`config.mk`:
```
export PLATFORM = sky130hd
export DESIGN_NAME = uart_rx
export DESIGN_NICKNAME = d
export VERILOG_FILES = /design/src/rtl/uart_rx.sv
export SDC_FILE = /design/constraint.sdc
export NUM_CORES = 1
export LEC_CHECK = 0
export CORE_ASPECT_RATIO = 2
export CORE_UTILIZATION = 28
export DETAILED_ROUTE_END_ITERATION = 7
export MAX_ROUTING_LAYER = met4
export PLACE_DENSITY = 0.45
export SLEW_MARGIN = 0
export SYNTH_ARGS = -nofsm -noshare
export SYNTH_HDL_FRONTEND = slang
export SYNTH_SLANG_ARGS = --single-unit
```
`constraint.sdc`:
```
create_clock -name clk -period 2.35 [get_ports clk]
set_clock_uncertainty 0.05 [all_clocks]
set_input_delay 0.3525 -clock clk [delete_from_list [all_inputs] [get_ports clk]]
set_output_delay 0.3525 -clock clk [all_outputs]
set_load 0.02 [all_outputs]
```
`src/rtl/uart_rx.sv`:
```
// uart_rx: 8N1 UART receiver with a 2-flop input synchronizer and
// mid-bit sampling. Emits a one-cycle axiov strobe with the received byte.
// Optional feature macro: UART_RX_FRAMING_ERR_EN adds a framing_err pulse
// output that fires when the stop-bit sample is 0.
module uart_rx #(
  parameter int CLKS_PER_BIT = 10417
) (
  input  logic       clk,
  input  logic       rst,
  input  logic       axiid,
  output logic       axiov,
  output logic [7:0] axiod
`ifdef UART_RX_FRAMING_ERR_EN
  ,
  output logic       framing_err
`endif
);

  localparam int CW = $clog2(CLKS_PER_BIT);
  localparam logic [CW-1:0] HALF_CNT = CW'((CLKS_PER_BIT - 1) / 2);
  localparam logic [CW-1:0] FULL_CNT = CW'(CLKS_PER_BIT - 1);

  // BREAK holds off after a bad stop bit until the line goes high again,
  // so a held-low break is not mistaken for a new start bit.
  typedef enum logic [2:0] {
    IDLE,
    START,
    DATA,
    STOP,
    BREAK
  } state_t;

  state_t        state_q, state_d;
  logic          sync1_q, sync1_d;
  logic          sync2_q, sync2_d;
  logic [CW-1:0] cnt_q, cnt_d;
  logic [2:0]    idx_q, idx_d;
  logic [7:0]    shift_q, shift_d;
  logic          axiov_q, axiov_d;
  logic [7:0]    axiod_q, axiod_d;
`ifdef UART_RX_FRAMING_ERR_EN
  logic          ferr_q, ferr_d;
`endif

  logic rx_s;
  assign rx_s = sync2_q;

  // Register all state; low rst at a clock edge restores idle values.
  always_ff @(posedge clk) begin
    if (!rst) begin
      state_q <= IDLE;
      sync1_q <= 1'b1;
      sync2_q <= 1'b1;
      cnt_q   <= '0;
      idx_q   <= '0;
      shift_q <= '0;
      axiov_q <= 1'b0;
      axiod_q <= '0;
`ifdef UART_RX_FRAMING_ERR_EN
      ferr_q  <= 1'b0;
`endif
    end else begin
      state_q <= state_d;
      sync1_q <= sync1_d;
      sync2_q <= sync2_d;
      cnt_q   <= cnt_d;
      idx_q   <= idx_d;
      shift_q <= shift_d;
      axiov_q <= axiov_d;
      axiod_q <= axiod_d;
`ifdef UART_RX_FRAMING_ERR_EN
      ferr_q  <= ferr_d;
`endif
    end
  end

  // Next-state logic: synchronizer shift, bit timing, byte assembly.
  always_comb begin
    state_d = state_q;
    sync1_d = axiid;
    sync2_d = sync1_q;
    cnt_d   = cnt_q;
    idx_d   = idx_q;
    shift_d = shift_q;
    axiov_d = 1'b0;
    axiod_d = axiod_q;
`ifdef UART_RX_FRAMING_ERR_EN
    ferr_d  = 1'b0;
`endif
    unique case (state_q)
      IDLE: begin
        cnt_d = '0;
        if (!rx_s) state_d = START;
      end
      START: begin
        if (cnt_q == HALF_CNT) begin
          cnt_d = '0;
          idx_d = '0;
          state_d = rx_s ? IDLE : DATA;
        end else begin
          cnt_d = cnt_q + 1'b1;
        end
      end
      DATA: begin
        if (cnt_q == FULL_CNT) begin
          cnt_d = '0;
          shift_d[idx_q] = rx_s;
          idx_d = idx_q + 1'b1;
          if (idx_q == 3'd7) state_d = STOP;
        end else begin
          cnt_d = cnt_q + 1'b1;
        end
      end
      STOP: begin
        if (cnt_q == FULL_CNT) begin
          cnt_d = '0;
          if (rx_s) begin
            axiov_d = 1'b1;
            axiod_d = shift_q;
            state_d = IDLE;
          end else begin
`ifdef UART_RX_FRAMING_ERR_EN
            ferr_d = 1'b1;
`endif
            state_d = BREAK;
          end
        end else begin
          cnt_d = cnt_q + 1'b1;
        end
      end
      BREAK: begin
        cnt_d = '0;
        if (rx_s) state_d = IDLE;
      end
      default: state_d = IDLE;
    endcase
  end

  assign axiov = axiov_q;
  assign axiod = axiod_q;
`ifdef UART_RX_FRAMING_ERR_EN
  assign framing_err = ferr_q;
`endif

endmodule

```
== Word level (Yosys, flattened, before mapping) ==
Cells that the tools add are included.

* Reduce and logical (&&, ||, !) cells: 11
* Muxes and demuxes: 19
* $add $sub $neg: 2
* Order comparisons: 2
* Equality and inequality tests: 13

{| class="wikitable"
|+ Operators with widths
! operator !! count
|-
| one-hot mux 14 bit (3 select lines) || 1
|-
| two-way mux 14 bit || 2
|-
| two-way mux 3 bit || 9
|-
| one-hot mux 3 bit (5 select lines) || 1
|-
| adder 14 x 1 -> 14 bit, second input constant || 1
|-
| equality test 14 x 13 -> 1 bit, second input constant || 1
|-
| equality test 14 bit, second input constant || 1
|-
| inequality test 2 bit, second input constant || 6
|-
| AND reduction 3 bit || 3
|-
| bitwise mux 8 bit || 1
|-
| equality test 3 x 2 -> 1 bit, second input constant || 2
|-
| equality test 3 bit, second input constant || 2
|-
| one-hot mux 3 bit (2 select lines) || 1
|-
| AND reduction 6 bit || 1
|-
| < comparator 3 x 4 -> 1 bit, second input constant || 1
|-
| OR reduction 2 bit || 2
|-
| adder 3 x 1 -> 3 bit, second input constant || 1
|-
| demux 1 bit (select 3 bit) || 1
|-
| equality test 3 x 1 -> 1 bit, second input constant || 1
|-
| greater-or-equal comparator 3 x 1 -> 1 bit, second input constant || 1
|-
| logical NOT 3 bit || 1
|-
| nonzero test 3 bit || 1
|-
| two-way mux 1 bit || 2
|-
| two-way mux 2 bit || 1
|-
| 3 further kinds || 3
|}

* Output and inout port bits: 9
* Input bits: 3
* Register bits after elaboration: 39

== Depth between registers and ports, before layout ==
Gate-level depths: netlist of the first run.

* Word-level depth: 5
* Depth in mapped cells: 9

== Worst setup path after synthesis of the first run ==
No wires, ideal clock.

* Path kind: register to register
* Start: register cnt_q[0]
* End: register shift_q[7]
* Path buffers: 1
* Slack: 0.392 ns
* Cell stages (with the launch flop): 9
* Library setup time: 0.073 ns
* Arrival: 1.835 ns
* Cell sequence: dfxtp_1 -> inv_1 -> ha_1 -> nor4b_4 -> nand4b_2 -> or2_1 -> buf_6 -> or4_1 -> a21oi_1

* Word-level cells in the longest chain between the ends: 2

{| class="wikitable"
|+ RTL lines
! what !! line !! text
|-
| start, declared || 36 || <nowiki>logic [CW-1:0] cnt_q, cnt_d;</nowiki>
|-
| start signal, assigned || 66 || <nowiki>cnt_q <= cnt_d;</nowiki>
|-
| equality test 14 bit || 105 || <nowiki>if (cnt_q == FULL_CNT) begin</nowiki>
|-
| AND reduction 2 bit (no line) || n/a ||
|-
| end signal, assigned || 68 || <nowiki>shift_q <= shift_d;</nowiki>
|-
| end, declared || 38 || <nowiki>logic [7:0] shift_q, shift_d;</nowiki>
|}

No other way between the ends.
A chain may end at the register's enable or synchronous reset.

== Worst setup path after layout of the first run ==
* Start: register cnt_q[0]
* End: register axiod_q[2] (netlist: axiod[2])

* Word-level cells in the longest chain between the ends: 2

{| class="wikitable"
|+ RTL lines
! what !! line !! text
|-
| equality test 14 bit || 115 || <nowiki>if (cnt_q == FULL_CNT) begin</nowiki>
|-
| AND reduction 3 bit (no line) || n/a ||
|-
| end signal, assigned || 70 || <nowiki>axiod_q <= axiod_d;</nowiki>
|-
| end, declared || 40 || <nowiki>logic [7:0] axiod_q, axiod_d;</nowiki>
|}

No other way between the ends.

==> flow_summary.json, run 1 <==
{
  "rsz0062_at_grt": "no",
  "intPower_uw": 1330,
  "crit_arrival_ns": 2.24,
  "power_frac_clock": 0.517,
  "final.period_utilization": 0.911,
  "die_area_um2": 6760,
  "syn_to_final_growth_pct": 22.6,
  "min_path_type": "reg -> reg",
  "wirelength_um": 4030,
  "yosysSeqAreaShare": 0.434,
  "drive_above_1_share": 0.0789,
  "post-route-util": 0.352,
  "crit_start": "cnt_q[0]",
  "fin_area_um2": 2200,
  "seqCellArea_um2": 781,
  "core-area_um2": 6260,
  "final-hold-violation-count": 0,
  "pin_count": 12,
  "synth_top_area_share": 0.434,
  "dp.cells": 306,
  "fillers": 693,
  "endpoint_kind": "flop",
  "drtAntennaViolNets": 0,
  "combPwrFrac": 0.074,
  "synth_ff_type": "dfxtp_1",
  "cts_buffer_depth": 2,
  "drc": 0,
  "leakage_uw": 0.000800,
  "multi_input_area_um2": 935,
  "clkLatencyLatePin_ns": 0.28,
  "synth_edf_count": 0,
  "rows": 41,
  "timing.rr.start": "cnt_q[0]",
  "post_cts_buffers": 0,
  "slew_headroom": 0.669,
  "first_global_vias": 1430,
  "grt_pass1_wl_um": 6680,
  "overflow": 0,
  "start_util": 0.287,
  "cts_tree": "built",
  "postCtsResizedCells": 0,
  "timing.fmax_mhz": 467,
  "instances_no_fill": 314,
  "synth.distinct_cells": 41,
  "worst-path-max-fanout": 17,
  "required_ns": 2.45,
  "yosys_register_bits": 39,
  "die_w_um": 58.7,
  "power_density_nw_per_um2": 766,
  "drtPass1Iterations": 4,
  "worst_slack_ns": 0.209,
  "synth.area.top_cells": "dfxtp_1 (43%), nor2_1 (6.1%), nand2_1 (4.4%), xnor2_1 (3.4%), nand3_1 (3.3%)",
  "yosys_warnings": 0,
  "critPathKind": "reg -> reg",
  "switching_share": 0.212,
  "holdBufCountCts": 0,
  "r2r-end": "axiod[2]",
  "dieHeight_um": 115,
  "antenna_cells": 0,
  "drv_cap": 0,
  "synth_fp_nets": 221,
  "place.port_buffers": 11,
  "wl_per_cell_um": 12.8,
  "synth.most_common_cell": "dfxtp_1",
  "reg2reg_slack_ns": 0.21,
  "cp-endpoint": "axiod[2]",
  "nets": 234,
  "place_hpwl_um": 3060,
  "dp_slack_ns": 0.188,
  "ir_drop_uv": 360,
  "setup_viol_count_final": 0,
  "htree_levels": 2,
  "cts_buffers": 5,
  "cts_root_buffer": "clkbuf_16",
  "numClockSinks": 39,
  "grt_max_degree": 28,
  "power_frac_seq": 0.409,
  "drt_iter0_drc": 24,
  "finalMaxSlewViolations": 0,
  "synthArstFlopShare": 0,
  "vias_per_cell": 4.69,
  "antenna_found_initial": 0,
  "track_usage": 0.141,
  "clk_pin_slew_ns": 0.06,
  "worstRegToRegCells": 7,
  "synth_cells": 214,
  "fin_crit_ns": 2.14,
  "place_congestion": 0.784,
  "status": "completed",
  "avgSynthCellArea_um2": 8.40,
  "netSwitchingPower_uw": 359,
  "synth_top_area_cell": "dfxtp_1",
  "via_count": 1472,
  "synth_commonest_cells": "dfxtp_1 (39), nor2_1 (29), nand2_1 (21), nand3_1 (12), a21oi_1 (10)",
  "worst_pin_slew_ns": 0.496,
  "place_area_um2": 2020,
  "syn_area_um2": 1800,
  "final.setup.tns_ns": 0,
  "cp-start-kind": "flop"
}
[cell families after synthesis]
logic type	share of synthesized area
AOI/OAI and AO/OA	0.131
and+or+nand+nor	0.298
adders and majority gates	0.0278
xor gates and xnor gates	0.0633
DFF	0.434
buffers and inverters	0.0459
[worst max-delay path, cell delays in order, from the launching register on]
cell and delay, ns:
dfxtp_1 0.33, inv_1 0.06, ha_1 0.15, nor4b_4 0.23, nand4b_2 0.21, or4_1 0.70
nand3_1 0.18, o21ai_0 0.09
[sequential cells by signal (all words and copies together), names as in the netlist]
name     cells
state_q      3
shift_q      8
cnt_q       14
sync1_q      1
axiov        1
axiod        8
idx_q        3
rx_s         1
[worst min path at each step]
stage	start	to	cells after the start
floorplan	sync1_q	rx_s	1
global placement	sync1_q	rx_s	1
detailed placement	sync1_q	rx_s	1
CTS	sync1_q	rx_s	1
global route	sync1_q	rx_s	1
finish	sync1_q	rx_s	1
[layer usage]
metal / up-vias / share of wire / GRT usage
li1: 770 / - / -
met1: 671 / 0.34 / 0.109
met2: 22 / 0.59 / 0.277
met3: 9 / 0.022 / 0.0304
met4: 0 / 0.042 / 0.0841
met5: - / 0 / -
[metrics by stage]
stage	total power, µW	hold WS (ns)
floorplan	799	0.336
global placement	833	0.354
detailed placement	833	0.350
CTS	1720	0.369
global route	1750	0.404
finish	1690	0.361
[placed cells by master (no fill, tap or decap), types with 2 or more instances in the layout]
cell type,netlist,routed
dfxtp_1,39,39
nor2_1,29,29
nand2_1,21,21
nand3_1,12,12
clkdlybuf4s50_1,0,11
a21oi_1,10,10
o21ai_0,9,9
buf_4,0,8
nand4_1,7,7
and3_1,7,7
xnor2_1,7,7
xor2_1,6,6
inv_1,5,5
o21ai_1,5,5
clkbuf_16,0,5
nand2b_1,4,4
nor3_1,4,4
ha_1,4,4
nor2b_1,3,3
nor3b_1,3,3
o21a_1,3,3
a41o_1,2,2
o31ai_1,2,2
or4_1,2,2
a21boi_0,2,2
bufinv_16,0,2
[final cells by class]
| class | count | share of cell area |
|---|---|---|
| repair buffers | 19 | 0.0772 |
| flip-flops and latches | 39 | 0.354 |
| clock inverters | 2 | 0.0272 |
| inverters | 6 | 0.0102 |
| multi-input cells | 156 | 0.424 |
| well taps | 86 | 0.0488 |
| clock buffers | 6 | 0.0585 |
[power by group through the flow]
stage / sequential (µW) / combinational (µW) / clock [µW]
finish: 691 / 124 / 874
floorplan: 696 / 103 / 0
global route: 694 / 142 / 915
global placement: 705 / 128 / 0
CTS: 691 / 127 / 899
detailed placement: 706 / 127 / 0
(Power assumes the default switching activity.)
==> inputs of run 2 (changes only) <==
--- a/config.mk
+++ b/config.mk
@@ -10,7 +10,7 @@
 export DETAILED_ROUTE_END_ITERATION = 7
 export MAX_ROUTING_LAYER = met4
 export PLACE_DENSITY = 0.45
-export SLEW_MARGIN = 0
+export SLEW_MARGIN = 10
 export SYNTH_ARGS = -nofsm -noshare
 export SYNTH_HDL_FRONTEND = slang
 export SYNTH_SLANG_ARGS = --single-unit
==> results of run 2 <==
No change in the layout: final DEF, timing and power equal those of run 1.
==> inputs of run 3 (changes only) <==
--- a/config.mk
+++ b/config.mk
@@ -5,6 +5,7 @@
 export SDC_FILE = /design/constraint.sdc
 export NUM_CORES = 1
 export LEC_CHECK = 0
+export ABC_AREA = 1
 export CORE_ASPECT_RATIO = 2
 export CORE_UTILIZATION = 28
 export DETAILED_ROUTE_END_ITERATION = 7
==> run 3 against run 2 <==
  * Wire length increased by 26%
  * Critical path depth increased by 4
  * Die area increased by 14%
  * Critical path type unchanged
  * Largest cell class unchanged
==> flow_summary.json, run 3 <==
{
  "pin_count": 12,
  "die_area_um2": 7710,
  "synth_commonest_cells": "nand2_1 (73), nor2_1 (63), dfxtp_1 (39), inv_1 (37), nand3_1 (19)",
  "place.port_buffers": 11,
  "syn_area_um2": 2060,
  "place_congestion": 0.887,
  "wl_per_cell_um": 12.2,
  "leakage_uw": 0.000996,
  "start_util": 0.294,
  "wirelength_um": 5060,
  "required_ns": 2.48,
  "synth_cells": 311,
  "final-hold-violation-count": 0,
  "synth_top_area_cell": "dfxtp_1",
  "critPathKind": "reg -> reg",
  "ir_drop_uv": 306,
  "power_density_nw_per_um2": 846,
  "antenna_cells": 0,
  "rows": 43,
  "dieHeight_um": 123,
  "worst-path-max-fanout": 7,
  "synth_ff_type": "dfxtp_1",
  "final.setup.tns_ns": 0,
  "numClockSinks": 39,
  "clkLatencyLatePin_ns": 0.28,
  "fillers": 801,
  "drt_iter0_drc": 62,
  "holdBufCountCts": 0,
  "rsz0062_at_grt": "no",
  "cts_buffers": 5,
  "antenna_found_initial": 0,
  "reg2reg_slack_ns": 0.63,
  "min_path_type": "reg -> reg",
  "synth.distinct_cells": 27,
  "synth_edf_count": 0,
  "instances_no_fill": 415,
  "status": "completed",
  "cts_buffer_depth": 2,
  "timing.fmax_mhz": 581,
  "grt_pass1_wl_um": 8780,
  "via_count": 1888,
  "post_cts_buffers": 0,
  "seqCellArea_um2": 781,
  "synth.area.top_cells": "dfxtp_1 (38%), nand2_1 (13%), nor2_1 (12%), inv_1 (6.8%), nand3_1 (4.6%)",
  "slew_headroom": 0.733,
  "yosys_warnings": 0,
  "fin_area_um2": 2380,
  "drtAntennaViolNets": 0,
  "fin_crit_ns": 1.72,
  "cts_tree": "built",
  "core-area_um2": 6990,
  "dp.cells": 407,
  "die_w_um": 62.6,
  "drv_cap": 0,
  "cts_root_buffer": "clkbuf_16",
  "layout_commonest_cell": "nand2_1",
  "clk_pin_slew_ns": 0.06,
  "drc": 0,
  "endpoint_kind": "flop",
  "place_area_um2": 2240,
  "regMostFlops": "cnt_q",
  "yosys_register_bits": 39,
  "crit_arrival_ns": 1.85,
  "synthArstFlopShare": 0,
  "multi_input_area_um2": 1060,
  "postCtsResizedCells": 0,
  "place_hpwl_um": 3900,
  "finalMaxSlewViolations": 0,
  "final.period_utilization": 0.732,
  "drive_above_1_share": 0.0831,
  "synth_fp_nets": 318,
  "holdWs_ns": 0.364,
  "syn_to_final_growth_pct": 15.7,
  "worst_pin_slew_ns": 0.398,
  "nets": 331,
  "first_global_vias": 1948,
  "grt_max_degree": 18,
  "setup_viol_count_final": 0,
  "yosysSeqAreaShare": 0.380,
  "final_cell_mix": "nand2_1 (73), nor2_1 (63), dfxtp_1 (39)",
  "drtPass1Iterations": 4,
  "cp-start-kind": "flop",
  "vias_per_cell": 4.55,
  "htree_levels": 2,
  "synth_top_area_share": 0.380,
  "synth.most_common_cell": "nand2_1",
  "track_usage": 0.153,
  "avgSynthCellArea_um2": 6.61,
  "largest_register_ffs": 14,
  "overflow": 0
}
==> run 3: cell count changes after synthesis, sizes merged, moves of 4 or more <==
cell,before,now
a21oi,10,14
and3,8,0
clkbuf,8,2
inv,5,40
nand2,21,76
nand2b,4,0
nand3,12,20
nor2,29,69
nor3,4,12
xnor2,7,2
==> run 3: worst max-delay path, stage by stage (launching register included) <==
cell,delay [ns]
dfxtp_1,0.49
nand2_1,0.17
inv_1,0.10
nand2_1,0.06
nor2_1,0.11
nand2_1,0.10
nand2_2,0.14
nand2_1,0.11
inv_1,0.11
nand3_1,0.08
nand2_1,0.07
nor2_1,0.04
==> run 3: cells by family (layout without fill, tap and decap cells) <==
kind of cell / count (synthesis) / in the layout / share of synthesized area
AO/OA/AOI/OAI: 26 / 26 / 0.0682
XOR/XNOR: 5 / 5 / 0.0213
buffers and inverters: 48 / 62 / 0.102
adder cells (fa/ha/maj): 4 / 4 / 0.0243
flip-flops: 39 / 39 / 0.380
AND/OR/NAND/NOR: 189 / 189 / 0.404
==> run 3: path summary, 6_finish.rpt <==
path,to,startpoint,depth (start not counted)
worst max-delay path,state_q[2],cnt_q[3],11
worst min-delay path,rx_s,sync1_q,1
worst max register to register,state_q[2],cnt_q[3],11
worst min register to register,rx_s,sync1_q,1
==> run 3: per-layer routing <==
| metal | vias to the layer above | share of wire | GRT usage |
|---|---|---|---|
| li1 | 996 | - | - |
| met1 | 853 | 0.37 | 0.127 |
| met2 | 25 | 0.58 | 0.311 |
| met3 | 14 | 0.019 | 0.0221 |
| met4 | 0 | 0.031 | 0.0916 |
| met5 | - | 0 | - |
==> run 3: cell type report <==
| type | instances | share of cell area |
|---|---|---|
| Clock buffer | 7 | 0.0558 |
| Clock inverter | 1 | 0.00210 |
| Inverter | 40 | 0.0631 |
| Multi-Input combinational cell | 224 | 0.448 |
| Sequential cell | 39 | 0.328 |
| Tap cell | 90 | 0.0473 |
| Timing Repair Buffer | 14 | 0.0558 |
==> run 3: per-stage QoR <==
step	util	setup slack (ns)	power [µW]
floorplan	-	0.874	1260
global placement	0.320	0.589	1380
detailed placement	0.320	0.586	1380
CTS	0.340	0.573	2050
global route	0.340	0.389	2180
finish	0.340	0.630	2010
==> run 3: report_power, final <==
group,switching [µW],leakage (µW),internal (µW)
combinational,388,0.000612,186
sequential,65.8,0.000316,717
clock,263,0.0000679,392
total,716,0.000996,1300
==> patch: new RTL, flow settings as in run 3 <==
Put one more register stage on the output `axiod`, with the module's reset. The value now appears one clock later. The other outputs are not delayed to match.
--- a/src/rtl/uart_rx.sv
+++ b/src/rtl/uart_rx.sv
@@ -139,3 +139,9 @@
   assign axiov = axiov_q;
-  assign axiod = axiod_q;
+  always_ff @(posedge clk) begin
+    if (!rst) begin
+      axiod <= '0;
+    end else begin
+      axiod <= axiod_q;
+    end
+  end
 `ifdef UART_RX_FRAMING_ERR_EN
Check against the original RTL: no difference found for any inputs over 10 cycles, from zero or initial values and one cycle with rst low; that may be too few to reach the edited logic, so the function may still have changed.
==> patch against run 3 <==
- count of clock-buffer cells in the layout shrank 2
- wire length grew 0.16%
- core utilization shrank 0.29 points
- setup slack gained 13 ps
- sequential cell count grew 8
- power grew 8.0%
- critical path depth is the same
- cell count shrank 0.48%
- final area grew 6.9%
- synthesized area grew 5.7%
- critical endpoint is now axiod_q[7]
- highest routed layer unchanged
==> patch: results (changes against run 3) <==
Run status
  • Status: completed

Power and ir drop
  • Maximum vdd drop: 463 uV (+51%)
  • Clock power frac: 36.8% (+4.2 points)
  • LEAKAGE: 1.11 nW (+11%)

Placed design
  • Post-DP HPWL: 3.92 mm (+0.44%)
  • RD Place Congestion: 0.884 (-0.37%)

Layout
  • Signal buf overhead: 4.92% (-0.66 points)
  • Inverters: 41 (+2.5%)
  • Multi-input gates: 211 (-5.8%)
  • Clk cell area share: 6.39% (+0.61 points)
  • Non-clock buffers: 13 (-1)
  • Multi-input combinational area share: 41.0% (-3.7 points)

GRT
  • Number of global-route vias before repair: 1855 (-4.8%)
  • Largest net degree at the start of global routing: 15 (-3)
  • GRT Util Overall: 14.2% (-1.2 points)
  • Global-route wire length before repair: 8.33 mm (-5.1%)
  • Met3 Track Usage GR: 2.43% (+0.21 points)

Routing
  • Routed len/inst: 12.3 um (+0.64%)
  • Metal-1 WL: 1.76 mm (-5.7%)
  • Metal3 WL: 79 um (-17%)

Yosys
  • Compound-gate portion of the synthesized area: 5.70% (-1.1 points)
  • Part of the Yosys area used for sequential elements: 43.3% (+5.3 points)
  • Synth area leaders: dfxtp_1, nand2_1, nor2_1
  • Yosys cell types: 29 (+7.4%)
  • Syn nets: 312 (-1.9%)
  • Post-Synth Adder-Cell Area: 2.30% (-0.13 points)

STA
  • Relative slew slack: 73.0% (-0.26 points)

CTS
  • # clock sinks: 47 (+21%)

Worst setup path
  • Worst path arrival time: 1830 ps (-20 ps)
  • Critical Path Max Stage Delay: 340 ps (-150 ps)
  • Crit-path max FO: 9 (+2)
[patch: cell count changes after synthesis, sizes merged, moves of 4 or more]
| cell | run 3 | this run |
|---|---|---|
| nor3 | 12 | 3 |
| dfxtp | 39 | 47 |
| o21ai | 11 | 4 |
| nand3 | 20 | 14 |
| a21oi | 14 | 18 |
[patch: through the flow]
| stage | std cells | hold slack (ps) | cell area [um2] | power, W | setup WS, ps |
|---|---|---|---|---|---|
| 2_1_floorplan | 305 | 343 | 2170 | 0.00129 | 885 |
| 3_3_place_gp | 406 | 348 | 2380 | 0.00140 | 602 |
| 3_5_place_dp | 406 | 353 | 2380 | 0.00140 | 559 |
| 4_1_cts | 413 | 368 | 2540 | 0.00222 | 605 |
| 5_1_grt | 413 | 371 | 2540 | 0.00229 | 450 |
| 6_report | 413 | 363 | 2540 | 0.00217 | 643 |
[patch: final timing paths]
check / end / cells past startpoint
worst max register to register: axiod_q[7] / 11
worst min register to register: rx_s / 1
worst max-delay path: axiod_q[7] / 11
worst min-delay path: rx_s / 1
